**src/rtl/uart_ctrl_pkg.sv**
```systemverilog
// Shared definitions for the UART MMIO controller.
// Holds the register offsets relative to BASE_ADDR, the CON bit positions,
// the one-hot TX sequencer states and the timeout used while waiting for busy.
package uart_ctrl_pkg;

  localparam logic [31:0] OFF_TXD = 32'h0000_0018;
  localparam logic [31:0] OFF_RXD = 32'h0000_001C;
  localparam logic [31:0] OFF_CON = 32'h0000_0020;

  localparam int CON_TXIE   = 0;
  localparam int CON_RXIE   = 1;
  localparam int CON_RXV    = 2;
  localparam int CON_TXDONE = 3;
  localparam int CON_TXFULL = 4;
  localparam int CON_OVR    = 5;

  // Number of cycles spent in WAIT_HI before giving up on the tx core.
  localparam int TX_TIMEOUT = 16;

  typedef enum logic [3:0] {
    TX_IDLE    = 4'b0001,
    TX_LAUNCH  = 4'b0010,
    TX_WAIT_HI = 4'b0100,
    TX_WAIT_LO = 4'b1000
  } tx_state_e;

endpackage

```
**src/rtl/uart_txq.sv**
```systemverilog
// Synchronous FIFO holding bytes waiting for the tx core.
// Ports:
//   clk, rst       : clock, synchronous active-high reset (pointers/count only)
//   push_i, data_i : write request and byte; ignored when full
//   pop_i          : remove head entry; ignored when empty
//   head_o         : current head entry (valid when !empty_o)
//   full_o, empty_o, count_o : occupancy status
module uart_txq #(
  parameter int DEPTH  = 4,
  parameter int DATA_W = 8,
  localparam int PTR_W = $clog2(DEPTH),
  localparam int CNT_W = PTR_W + 1
) (
  input  logic              clk,
  input  logic              rst,
  input  logic              push_i,
  input  logic [DATA_W-1:0] data_i,
  input  logic              pop_i,
  output logic [DATA_W-1:0] head_o,
  output logic              full_o,
  output logic              empty_o,
  output logic [CNT_W-1:0]  count_o
);

  logic [DATA_W-1:0] mem_q [DEPTH];
  logic [PTR_W-1:0]  wptr_q;
  logic [PTR_W-1:0]  rptr_q;
  logic [CNT_W-1:0]  cnt_q;
  logic              do_push;
  logic              do_pop;

  assign full_o  = (cnt_q == CNT_W'(DEPTH));
  assign empty_o = (cnt_q == '0);
  assign count_o = cnt_q;
  assign head_o  = mem_q[rptr_q];

  assign do_push = push_i & ~full_o;
  assign do_pop  = pop_i & ~empty_o;

  // Pointers wrap naturally because DEPTH is a power of two.
  always_ff @(posedge clk) begin
    if (rst) begin
      wptr_q <= '0;
      rptr_q <= '0;
      cnt_q  <= '0;
    end else begin
      if (do_push) wptr_q <= wptr_q + 1'b1;
      if (do_pop)  rptr_q <= rptr_q + 1'b1;
      case ({do_push, do_pop})
        2'b10:   cnt_q <= cnt_q + 1'b1;
        2'b01:   cnt_q <= cnt_q - 1'b1;
        default: cnt_q <= cnt_q;
      endcase
    end
  end

  always_ff @(posedge clk) begin
    if (do_push) mem_q[wptr_q] <= data_i;
  end

endmodule

```
**src/rtl/uart_mmio_ctrl.sv**
```systemverilog
// Memory-mapped controller sequencing the UART tx/rx cores for the CPU.
// Ports:
//   clk, rst            : clock, synchronous active-high reset
//   addr, rd, wr, wdata : CPU MEM-stage access (word aligned byte address)
//   rdata, hit          : combinational read data and register-match flag
//   irq                 : registered level interrupt
//   tx_data, tx_start   : byte and one-cycle launch pulse to the tx core
//   tx_busy             : tx core is shifting a frame
//   rx_data, rx_valid   : byte and one-cycle strobe from the rx core
module uart_mmio_ctrl
  import uart_ctrl_pkg::*;
#(
  parameter logic [31:0] BASE_ADDR = 32'h4000_0000,
  parameter int          TXQ_DEPTH = 4
) (
  input  logic        clk,
  input  logic        rst,
  input  logic [31:0] addr,
  input  logic        rd,
  input  logic        wr,
  input  logic [31:0] wdata,
  output logic [31:0] rdata,
  output logic        hit,
  output logic        irq,
  output logic [7:0]  tx_data,
  output logic        tx_start,
  input  logic        tx_busy,
  input  logic [7:0]  rx_data,
  input  logic        rx_valid
);

  localparam int CNT_W = $clog2(TXQ_DEPTH) + 1;
  localparam int TMO_W = $clog2(TX_TIMEOUT);

  logic sel_txd, sel_rxd, sel_con;
  logic wr_txd, wr_con, rd_rxd;

  logic             q_full, q_empty, q_pop;
  logic [7:0]       q_head;
  logic [CNT_W-1:0] q_count;
  logic             txfull;

  tx_state_e        state_q, state_d;
  logic [TMO_W-1:0] tmo_q, tmo_d;
  logic [7:0]       tx_data_q, tx_data_d;
  logic             txdone_set;

  logic [7:0] rx_buf_q, rx_buf_d;
  logic       rxv_q, rxv_d;
  logic       ovr_set;
  logic       txie_q, txie_d, rxie_q, rxie_d;
  logic       txdone_q, txdone_d, ovr_q, ovr_d;
  logic       irq_q, irq_d;
  logic [31:0] con_rd;
  logic        unused_wdata;

  assign sel_txd = (addr == BASE_ADDR + OFF_TXD);
  assign sel_rxd = (addr == BASE_ADDR + OFF_RXD);
  assign sel_con = (addr == BASE_ADDR + OFF_CON);
  assign hit     = sel_txd | sel_rxd | sel_con;

  assign wr_txd = wr & sel_txd;
  assign wr_con = wr & sel_con;
  assign rd_rxd = rd & sel_rxd;

  // Only the low byte of wdata carries meaning for any register.
  assign unused_wdata = ^wdata[31:8];

  uart_txq #(
    .DEPTH  (TXQ_DEPTH),
    .DATA_W (8)
  ) u_txq (
    .clk     (clk),
    .rst     (rst),
    .push_i  (wr_txd & ~q_full),
    .data_i  (wdata[7:0]),
    .pop_i   (q_pop),
    .head_o  (q_head),
    .full_o  (q_full),
    .empty_o (q_empty),
    .count_o (q_count)
  );

  assign txfull = (q_count == CNT_W'(TXQ_DEPTH));

  // TX sequencer: pop into tx_data on leaving IDLE so the byte is stable
  // for the whole LAUNCH..WAIT_LO window.
  always_comb begin
    state_d    = state_q;
    tmo_d      = tmo_q;
    tx_data_d  = tx_data_q;
    q_pop      = 1'b0;
    txdone_set = 1'b0;
    unique case (state_q)
      TX_IDLE: begin
        if (!q_empty && !tx_busy) begin
          tx_data_d = q_head;
          q_pop     = 1'b1;
          state_d   = TX_LAUNCH;
        end
      end
      TX_LAUNCH: begin
        tmo_d   = '0;
        state_d = TX_WAIT_HI;
      end
      TX_WAIT_HI: begin
        if (tx_busy) begin
          state_d = TX_WAIT_LO;
        end else if (tmo_q == TMO_W'(TX_TIMEOUT - 1)) begin
          // Core never acknowledged the pulse; report completion anyway.
          txdone_set = 1'b1;
          state_d    = TX_IDLE;
        end else begin
          tmo_d = tmo_q + 1'b1;
        end
      end
      TX_WAIT_LO: begin
        if (!tx_busy) begin
          txdone_set = 1'b1;
          state_d    = TX_IDLE;
        end
      end
      default: state_d = TX_IDLE;
    endcase
  end

  assign tx_start = (state_q == TX_LAUNCH);
  assign tx_data  = tx_data_q;

  // RX holding: a byte arriving while an RXD read drains the buffer
  // replaces it without counting as an overrun.
  always_comb begin
    rx_buf_d = rx_buf_q;
    rxv_d    = rxv_q;
    ovr_set  = 1'b0;
    if (rx_valid) begin
      if (!rxv_q || rd_rxd) begin
        rx_buf_d = rx_data;
        rxv_d    = 1'b1;
      end else begin
        ovr_set = 1'b1;
      end
    end else if (rd_rxd) begin
      rxv_d = 1'b0;
    end
  end

  // Set events override a same-cycle write-1-to-clear.
  always_comb begin
    txie_d   = wr_con ? wdata[CON_TXIE] : txie_q;
    rxie_d   = wr_con ? wdata[CON_RXIE] : rxie_q;
    txdone_d = (txdone_q & ~(wr_con & wdata[CON_TXDONE])) | txdone_set;
    ovr_d    = (ovr_q & ~(wr_con & wdata[CON_OVR])) | ovr_set;
    irq_d    = (txie_q & txdone_q) | (rxie_q & rxv_q);
  end

  always_ff @(posedge clk) begin
    if (rst) begin
      state_q   <= TX_IDLE;
      tmo_q     <= '0;
      tx_data_q <= '0;
      rx_buf_q  <= '0;
      rxv_q     <= 1'b0;
      txie_q    <= 1'b0;
      rxie_q    <= 1'b0;
      txdone_q  <= 1'b0;
      ovr_q     <= 1'b0;
      irq_q     <= 1'b0;
    end else begin
      state_q   <= state_d;
      tmo_q     <= tmo_d;
      tx_data_q <= tx_data_d;
      rx_buf_q  <= rx_buf_d;
      rxv_q     <= rxv_d;
      txie_q    <= txie_d;
      rxie_q    <= rxie_d;
      txdone_q  <= txdone_d;
      ovr_q     <= ovr_d;
      irq_q     <= irq_d;
    end
  end

  assign irq = irq_q;

  always_comb begin
    con_rd             = '0;
    con_rd[CON_TXIE]   = txie_q;
    con_rd[CON_RXIE]   = rxie_q;
    con_rd[CON_RXV]    = rxv_q;
    con_rd[CON_TXDONE] = txdone_q;
    con_rd[CON_TXFULL] = txfull;
    con_rd[CON_OVR]    = ovr_q;
  end

  always_comb begin
    rdata = '0;
    if (rd) begin
      if (sel_rxd)      rdata = {24'h0, rx_buf_q};
      else if (sel_con) rdata = con_rd;
    end
  end

endmodule
```
**config.mk**
```make
export PLATFORM = sky130hd
export DESIGN_NAME = uart_mmio_ctrl
export DESIGN_NICKNAME = d
export VERILOG_FILES = /design/src/rtl/uart_ctrl_pkg.sv /design/src/rtl/uart_txq.sv /design/src/rtl/uart_mmio_ctrl.sv
export SDC_FILE = /design/constraint.sdc
export NUM_CORES = 1
export LEC_CHECK = 0
export ABC_CLOCK_PERIOD_IN_PS = 4300
export CORE_MARGIN = 1
export CORE_UTILIZATION = 48
export DETAILED_ROUTE_END_ITERATION = 6
export PLACE_DENSITY = 0.85
export SETUP_SLACK_MARGIN = 0.15
export SLEW_MARGIN = 10
export SYNTH_ARGS = -nofsm -noshare
export SYNTH_HDL_FRONTEND = slang
export SYNTH_HIERARCHICAL = 1
export SYNTH_SLANG_ARGS = --single-unit
```
**constraint.sdc**
```tcl
create_clock -name clk -period 4.3 [get_ports clk]
set_clock_uncertainty 0.15 [all_clocks]
set_input_delay 0.86 -clock clk [delete_from_list [all_inputs] [get_ports clk]]
set_output_delay 0.86 -clock clk [all_outputs]
set_load 0.02 [all_outputs]
```
* Word-level counts from Yosys, hierarchy flattened
Memories as Yosys holds them, arrays and structs flattened. A register that Yosys moved wholly into a read port is not among the register bits. Index checks and enable logic that the tools add are counted.
Cells by class: add/sub/neg operators 5, $mul 0, divide/modulo/power cells 0, order comparisons 0, equality and inequality tests 17, shift operators 0, multiplexer cells 25, bitwise gates (word level) 21, reduce and logical (&&, ||, !) cells 14
Operator list (number):
- equality test 32 x 31 -> 1 bit (second input constant) | 3
- 2-to-1 mux 4 bit | 6
- 2-to-1 mux 8 bit | 2
- one-hot mux 4 bit (4 select lines) | 1
- AND 1 bit | 12
- 2-to-1 mux 1 bit | 12
- equality test 4 bit (second input constant) | 2
- inequality test 2 bit (second input constant) | 4
- one-hot mux 4 bit (2 select lines) | 1
- 2-to-1 mux 6 bit | 1
- one-hot mux 3 bit (2 select lines) | 1
- AND reduction 2 bit | 3
- AND reduction 3 bit | 2
- nonzero test 2 bit | 3
- bitwise OR 1 bit | 5
- adder 2 x 1 -> 2 bit (second input constant) | 2
- adder 4 x 1 -> 4 bit (second input constant) | 1
- equality test 4 x 1 -> 1 bit (second input constant) | 1
- equality test 4 x 2 -> 1 bit (second input constant) | 1
- equality test 4 x 3 -> 1 bit (second input constant) | 1
- NOT 1 bit | 4
- adder 3 x 1 -> 3 bit (second input constant) | 1
- equality test 3 bit (second input constant) | 1
- logical NOT 1 bit | 3
- other kinds (9) | 9
Storage, ports and cells: bits in registers 29, bits in latches 0, bits in writable memories 32, ROM bits 0, output and inout port bits 43, memories 1
Memory list:
- u_txq.mem_q | words 4, width 8, read ports 1, clocked after memory_dff 1, write ports 1, RTL line uart_txq.sv:25 | logic [DATA_W-1:0] mem_q [DEPTH];

* Logic depth before layout (Yosys ltp)
Gate-level depths: netlist (run 1).
word-level depth 8, gate-level depth with buffers 13

* Modules after synthesis
The synthesis (run 1) kept the hierarchy.
By module, submodules not included:
- uart_mmio_ctrl | times used 1, cells each 194, area an instance 1695.4 um2, seq. area each 600.6 um2
- uart_txq | times used 1, cells each 96, area an instance 1635.3 um2, seq. area each 1141.1 um2

* Worst setup path before layout (run 1)
OpenSTA, ideal clock, no wires.
path type in2out, start point in addr[1], end point out rdata[0], data arrival time 2.237 ns, required time 3.290 ns, setup slack 1.053 ns, stages 4, buffers on the path 0, cells stage by stage nor4_2 > nand4b_1 > nor4_2 > a22o_1
On the way: word-level cells in the longest chain between the ends 4
Ends and longest elaborated chain:
- start: declaration | RTL line uart_mmio_ctrl.sv:18 | input logic [31:0] addr,
- equality test 32 x 31 -> 1 bit | RTL line uart_mmio_ctrl.sv:59 | assign sel_con = (addr == BASE_ADDR + OFF_CON);
- 2-to-1 mux 6 bit | RTL line uart_mmio_ctrl.sv:199 | else if (sel_con) rdata = con_rd;
- 2-to-1 mux 8 bit (*) | RTL line uart_mmio_ctrl.sv:198 | if (sel_rxd) rdata = {24'h0, rx_buf_q};
- 2-to-1 mux 8 bit (*) | RTL line uart_mmio_ctrl.sv:197 | if (rd) begin
- end: declaration | RTL line uart_mmio_ctrl.sv:22 | output logic [31:0] rdata,
Mark *: on every way between the ends. The rest lies on a longest branch, timed or not.

* Worst setup path in the final report (run 1)
start point in addr[1], end point out hit
On the way: word-level cells in the longest chain between the ends 3
Ends and longest elaborated chain:
- equality test 32 x 31 -> 1 bit (on tied branches) | RTL line uart_mmio_ctrl.sv:57, uart_mmio_ctrl.sv:58
- bitwise OR 1 bit | RTL line uart_mmio_ctrl.sv:60 | assign hit = sel_txd | sel_rxd | sel_con;
- bitwise OR 1 bit (*) | RTL line uart_mmio_ctrl.sv:60
- end: declaration | RTL line uart_mmio_ctrl.sv:23 | output logic hit,
Marked as above.

==> flow_summary.ini, run 1 <==
[critical_path]
cp_slowest_cell = clkdlybuf4s50_1
arrival_ns = 2.80
endpoint_kind = output pin
cp_max_fo = 3
critPathKind = in2out
critical_path.most_common_cell = clkdlybuf4s50_1
crit_path_max_incr_delay_ns = 0.60
cp_num_buf_inv = 3
cp_top_family = buffers and inverters
required_ns = 3.29
path_cells = clkdlybuf4s50_1 > nor4_2 > nand4b_1 > buf_4 > o21ai_0 > and2_1 > clkdlybuf4s50_1
start_kind = input port

[floorplanning]
fp.dieW_um = 85.3
initial_core_util_pct = 51.0
die_area_um2 = 7280
die_h_um = 85.3
row_count = 29
coreArea_um2 = 6530
ios = 121

[global_routing]
grt_max_degree = 40
grt_pass1_vias = 2357
grt_usage_pct = 18.7
antenna_found_initial = 0
gr-total-overflow = 0
grt_pass1_wl_um = 10500

[sta]
layout_setup_ws_ns = 0.494
hold_viol = 0
fin_crit_sh_pct = 88.5
clock.fmax_mhz = 263
maxSlewViolCount = 0
tightest_slew_ns = 0.992
tns_ns = 0
rsz0062_at_grt = false
finalSetupViolCount = 0
slew_headroom_pct = 33.3
finalCriticalPeriod_ns = 3.81

[logic_synthesis]
synth_top_area_share_pct = 28.9
yosysWarnings = 6
synth_edf_count = 32
async_flop_share_pct = 0
synth.area.top_cells = edfxtp_1, dfxtp_1, buf_4
ys_seq_area_share_pct = 52.3
synthFlopType = dfxtp_1
syn-cell-area_um2 = 3330
ys_ff_latch = 71
synth_area_per_cell_um2 = 11.5
synth_cell_type_count = 47
synth_cells = 290
synth.most_common_cell = dfxtp_1
synth_common_cells = dfxtp_1, edfxtp_1, nor2_1
synth_top_area_cell = edfxtp_1

[cells_and_area]
area_growth_syn_to_layout_pct = 27.6
seqCellArea_um2 = 1740
nets = 456
n_antenna_cell = 0
nFillCells = 505
drive_above_1_share_pct = 10.4
design_area_um2 = 4250
multi_input_area_um2 = 1420

[min_path]
hp-class = reg2reg

[placement]
dp_hpwl_um = 4700
io_buffers = 72
routabilityCongestion = 0.800
postPlaceCellArea_um2 = 4060
dpl_worst_slack_ns = 0.148

[clock_tree]
clk_pin_slew_ns = 0.06
cts_tree = built
cts_root_buf = clkbuf_8
numCtsBuffers = 9
hold_buffers = 0
htree_levels = 3
numClockSinks = 71
clock_path_buffers = 2
clk_latency_ns = 0.34

[route]
vias = 2403
first_pass_iters = 4
drtIter0Drc = 141
ant_nets = 0
drc_errors = 0
vias_per_cell = 5.30
routed_wl_um = 6410
wl_per_cell_um = 14.2

[power_and_ir_drop]
vdd_drop_max_v = 0.000146
power_density_nw_per_um2 = 295
power.leakage_nw = 1.63
power_mw = 1.25

[job]
maxCapViolCount = 0

[run_status]
outcome = complete, no violations
## power breakdown
group	leakage (nW)	switching, mW	internal, mW
Combinational	0.952	0.0502	0.0546
Sequential	0.603	0.00336	0.710
Clock	0.0784	0.226	0.209
## per-stage QoR
stage,instances,utilization [%],hold WS [ns]
final,453,65.1,0.305
after global routing,453,65.1,0.322
after CTS,451,64.5,0.307
after detailed placement,435,62.2,0.297
after global placement,435,62.2,0.295
after floorplan,313,-,0.302
## flip-flops by register name (all words and copies together) (netlist names), 2 cells and up, named ones only
| signal | cells |
|---|---|
| u_txq/mem_q | 32 |
| rx_buf_q | 8 |
| tx_data | 8 |
| state_q | 4 |
| tmo_q | 4 |
| u_txq/count_o | 3 |
| u_txq/rptr_q | 2 |
| u_txq/wptr_q | 2 |
## path summary, 6_finish.rpt
kind,startpoint,cells after the start,slack [ns],endpoint
worst max-delay path,addr[1],7,0.49,hit
worst min-delay path,tx_data[4]$_SDFFE_PP0P_,2,0.30,tx_data[4]$_SDFFE_PP0P_
worst max register to register,u_txq/count_o[0]$_SDFFE_PP0P_,12,1.46,u_txq/count_o[2]$_SDFFE_PP0P_
worst min register to register,tx_data[4]$_SDFFE_PP0P_,2,0.30,tx_data[4]$_SDFFE_PP0P_
## per-layer routing
metal / vias up / wire, um / track usage (%)
met3: 10 / 464 / 6.52
met4: 0 / 85 / 5.91
met1: 1135 / 2530 / 20.9
li1: 1153 / - / -
met5: - / 0 / 0
met2: 105 / 3340 / 33.5
## timing repair
action	in CTS	in global routing
cloned	0	0
setup buffers	0	2
resized for setup	1	8
pin swaps	0	1
setup endpoints to repair	1	8
## tightest hold or removal path, delay by kind of cell (launching register included)
| kind | cells | cell delay (ns) |
|---|---|---|
| compound gates | 1 | 0.05 |
| simple gates | 1 | 0.05 |
| flops | 1 | 0.31 |
## cell usage in the layout (no fill, tap or decap), types with 4 or more instances in the layout
master,instances
nand3_1,5
inv_1,10
edfxtp_1,32
clkdlybuf4s50_1,64
dlymetal6s2s_1,8
nand2_1,22
clkbuf_1,5
and2_1,7
clkbuf_8,9
a22o_1,5
xor2_1,5
dfxtp_1,39
nor2b_1,4
buf_4,7
ha_1,6
mux2i_1,12
conb_1,24
nor2_1,26
nand2b_1,9
mux4_2,8
a21oi_1,19
o21ai_0,7
nor3_1,4
## final cells by class
type | instances | share of cell area (%)
clock buffers | 14 | 3.36
clock inverters | 2 | 0.236
inverters | 11 | 0.972
multi-input cells | 199 | 33.5
flip-flops and latches | 71 | 41.0
well taps | 77 | 2.27
repair buffers | 79 | 18.7
## logic make-up (layout without fill, tap and decap cells)
logic type      Yosys count  count (layout)  share of synthesized area (%)
xor+xnor                  5               5                           1.31
other cells               1              24                          0.113
compound gates           41              41                           8.26
fa+ha+maj                 7               7                           2.85
mux                      20              20                           9.02
flops                    71              71                           52.3
buf+inv                  43             106                           7.59
simple gates            102             102                           18.6
Note: power is estimated with default switching activity, not from simulation.
==> run 2, diff against run 1 <==
--- a/config.mk
+++ b/config.mk
@@ -9,7 +9,8 @@
 export CORE_MARGIN = 1
 export CORE_UTILIZATION = 48
 export DETAILED_ROUTE_END_ITERATION = 6
-export PLACE_DENSITY = 0.85
+export PLACE_DENSITY = 0.87
+export REMOVE_ABC_BUFFERS = 1
 export SETUP_SLACK_MARGIN = 0.15
 export SLEW_MARGIN = 10
 export SYNTH_ARGS = -nofsm -noshare
==> run 2 against run 1 <==
Against the previous run: register-to-register slack got worse by 0.15 ns; sequential power about the same; combinational power about the same; worst hold slack improved by 0.0049 ns; critical path depth unchanged; via count increased by 0.42%; die area unchanged; critical endpoint is now rdata[4].
==> flow_summary.ini, run 2 (synthesis results as in run 1) <==
[run_status]
outcome = complete, no violations

[critical_path]
endpoint_kind = output pin
start_kind = input port
critPathKind = in2out
cp_max_fo = 9
critical_path.most_common_cell = clkdlybuf4s50_1
cp_slowest_cell = clkdlybuf4s50_1
arrival_ns = 3.10
path_cells = clkdlybuf4s50_1 > nor4_4 > nand4_4 > nor4_2 > buf_4 > a32o_1 > clkdlybuf4s50_1
required_ns = 3.29
crit_path_max_incr_delay_ns = 0.61

[power_and_ir_drop]
power_density_nw_per_um2 = 310
power_mw = 1.32
vdd_drop_max_v = 0.000183
power.leakage_nw = 1.59

[route]
first_pass_iters = 4
wl_per_cell_um = 14.7
routed_wl_um = 6650
vias = 2413
wl_met3_um = 336
drc_errors = 0
vias_per_cell = 5.35
ant_nets = 0
route.met2.wl_um = 3530
routed.top_layer = met4
drtIter0Drc = 138
wl_met1_um = 2680

[global_routing]
grt_max_degree = 40
grt_usage_pct = 19.8
grt_pass1_wl_um = 11100
grt_pass1_vias = 2493
gr-total-overflow = 0
antenna_found_initial = 0

[cells_and_area]
drive_above_1_share_pct = 11.0
mostFrequentLayoutCell = clkdlybuf4s50_1
nets = 455
top_register = u_txq/mem_q
stdcell_count = 451
design_area_um2 = 4260
area_growth_syn_to_layout_pct = 27.9
n_antenna_cell = 0
largest_reg_flops = 32
final_util_pct = 65.2
mostFrequentLayoutCells = clkdlybuf4s50_1, dfxtp_1, edfxtp_1, nor2_1, conb_1

[placement]
routabilityCongestion = 0.771
place_inst = 435
io_buffers = 72
postPlaceCellArea_um2 = 4060
dpl_worst_slack_ns = 0.109
dp_hpwl_um = 4860

[sta]
layout_setup_ws_ns = 0.186
tightest_slew_ns = 0.794
maxSlewViolCount = 0
rsz0062_at_grt = true
finalSetupViolCount = 0
slew_headroom_pct = 46.9
hold_viol = 0
tns_ns = 0
clock.fmax_mhz = 243
hold_ws_ns = 0.310
fin_crit_sh_pct = 95.7
finalCriticalPeriod_ns = 4.11

[clock_tree]
cts_root_buf = clkbuf_8
clk_pin_slew_ns = 0.07
htree_levels = 3
numCtsBuffers = 9
clk_latency_ns = 0.33
numClockSinks = 71
hold_buffers = 0
clock_path_buffers = 2
cts_tree = built

[floorplanning]
die_area_um2 = 7280
fp.dieW_um = 85.3
initial_core_util_pct = 51.0
coreArea_um2 = 6530
ios = 121
row_count = 29
die_h_um = 85.3

[min_path]
hp-class = reg2reg

[job]
maxCapViolCount = 0
## run 2: power by group
| part | internal [mW] | switching [mW] | total (mW) |
|---|---|---|---|
| sequential | 0.710 | 0.00337 | 0.713 |
| clock | 0.275 | 0.228 | 0.503 |
| combinational | 0.0546 | 0.0507 | 0.105 |
| total | 1.04 | 0.282 | 1.32 |
## run 2: cell type report
| class | instances | area (um^2) |
|---|---|---|
| flip-flops and latches | 71 | 1740 |
| clock inverters | 5 | 48.8 |
| inverters | 11 | 41.3 |
| clock buffers | 10 | 138 |
| well taps | 77 | 96.3 |
| multi-input cells | 199 | 1420 |
| fillers | 496 | 2270 |
| repair buffers | 78 | 772 |
## run 2: per-layer routing
layer / vias to the layer above / track usage (%)
met5: - / 0
met4: 0 / 9.24
met3: 8 / 4.67
met2: 99 / 34.8
met1: 1159 / 23.1
li1: 1147 / -
## run 2: repair_timing
item / CTS / global route
cloned: 0 / 0
setup buffers: 0 / 1
pin swaps: 0 / 1
gates resized for setup: 4 / 4
setup endpoints to repair: 6 / 5
## run 2: worst max-delay path, delay by kind of cell
| kind | cells | cell delay [ns] |
|---|---|---|
| simple gates | 3 | 0.85 |
| buf+inv | 3 | 1.26 |
| compound gates | 1 | 0.13 |
## run 2: final timing paths
check | from | end | slack (ns) | cells after the start
setup / recovery | addr[9] | rdata[4] | 0.19 | 7
hold / removal | tx_data[6]$_SDFFE_PP0P_ | tx_data[6]$_SDFFE_PP0P_ | 0.31 | 2
setup reg to reg | u_txq/count_o[1]$_SDFFE_PP0P_ | u_txq/count_o[2]$_SDFFE_PP0P_ | 1.31 | 12
hold reg to reg | tx_data[6]$_SDFFE_PP0P_ | tx_data[6]$_SDFFE_PP0P_ | 0.31 | 2
==> run 3, diff against run 2 <==
--- a/config.mk
+++ b/config.mk
@@ -8,6 +8,7 @@
 export ABC_CLOCK_PERIOD_IN_PS = 4300
 export CORE_MARGIN = 1
 export CORE_UTILIZATION = 48
+export CTS_CLUSTER_SIZE = 40
 export DETAILED_ROUTE_END_ITERATION = 6
 export PLACE_DENSITY = 0.87
 export REMOVE_ABC_BUFFERS = 1
==> results of run 3 <==
No change in the layout: final DEF, timing and power equal those of run 2.
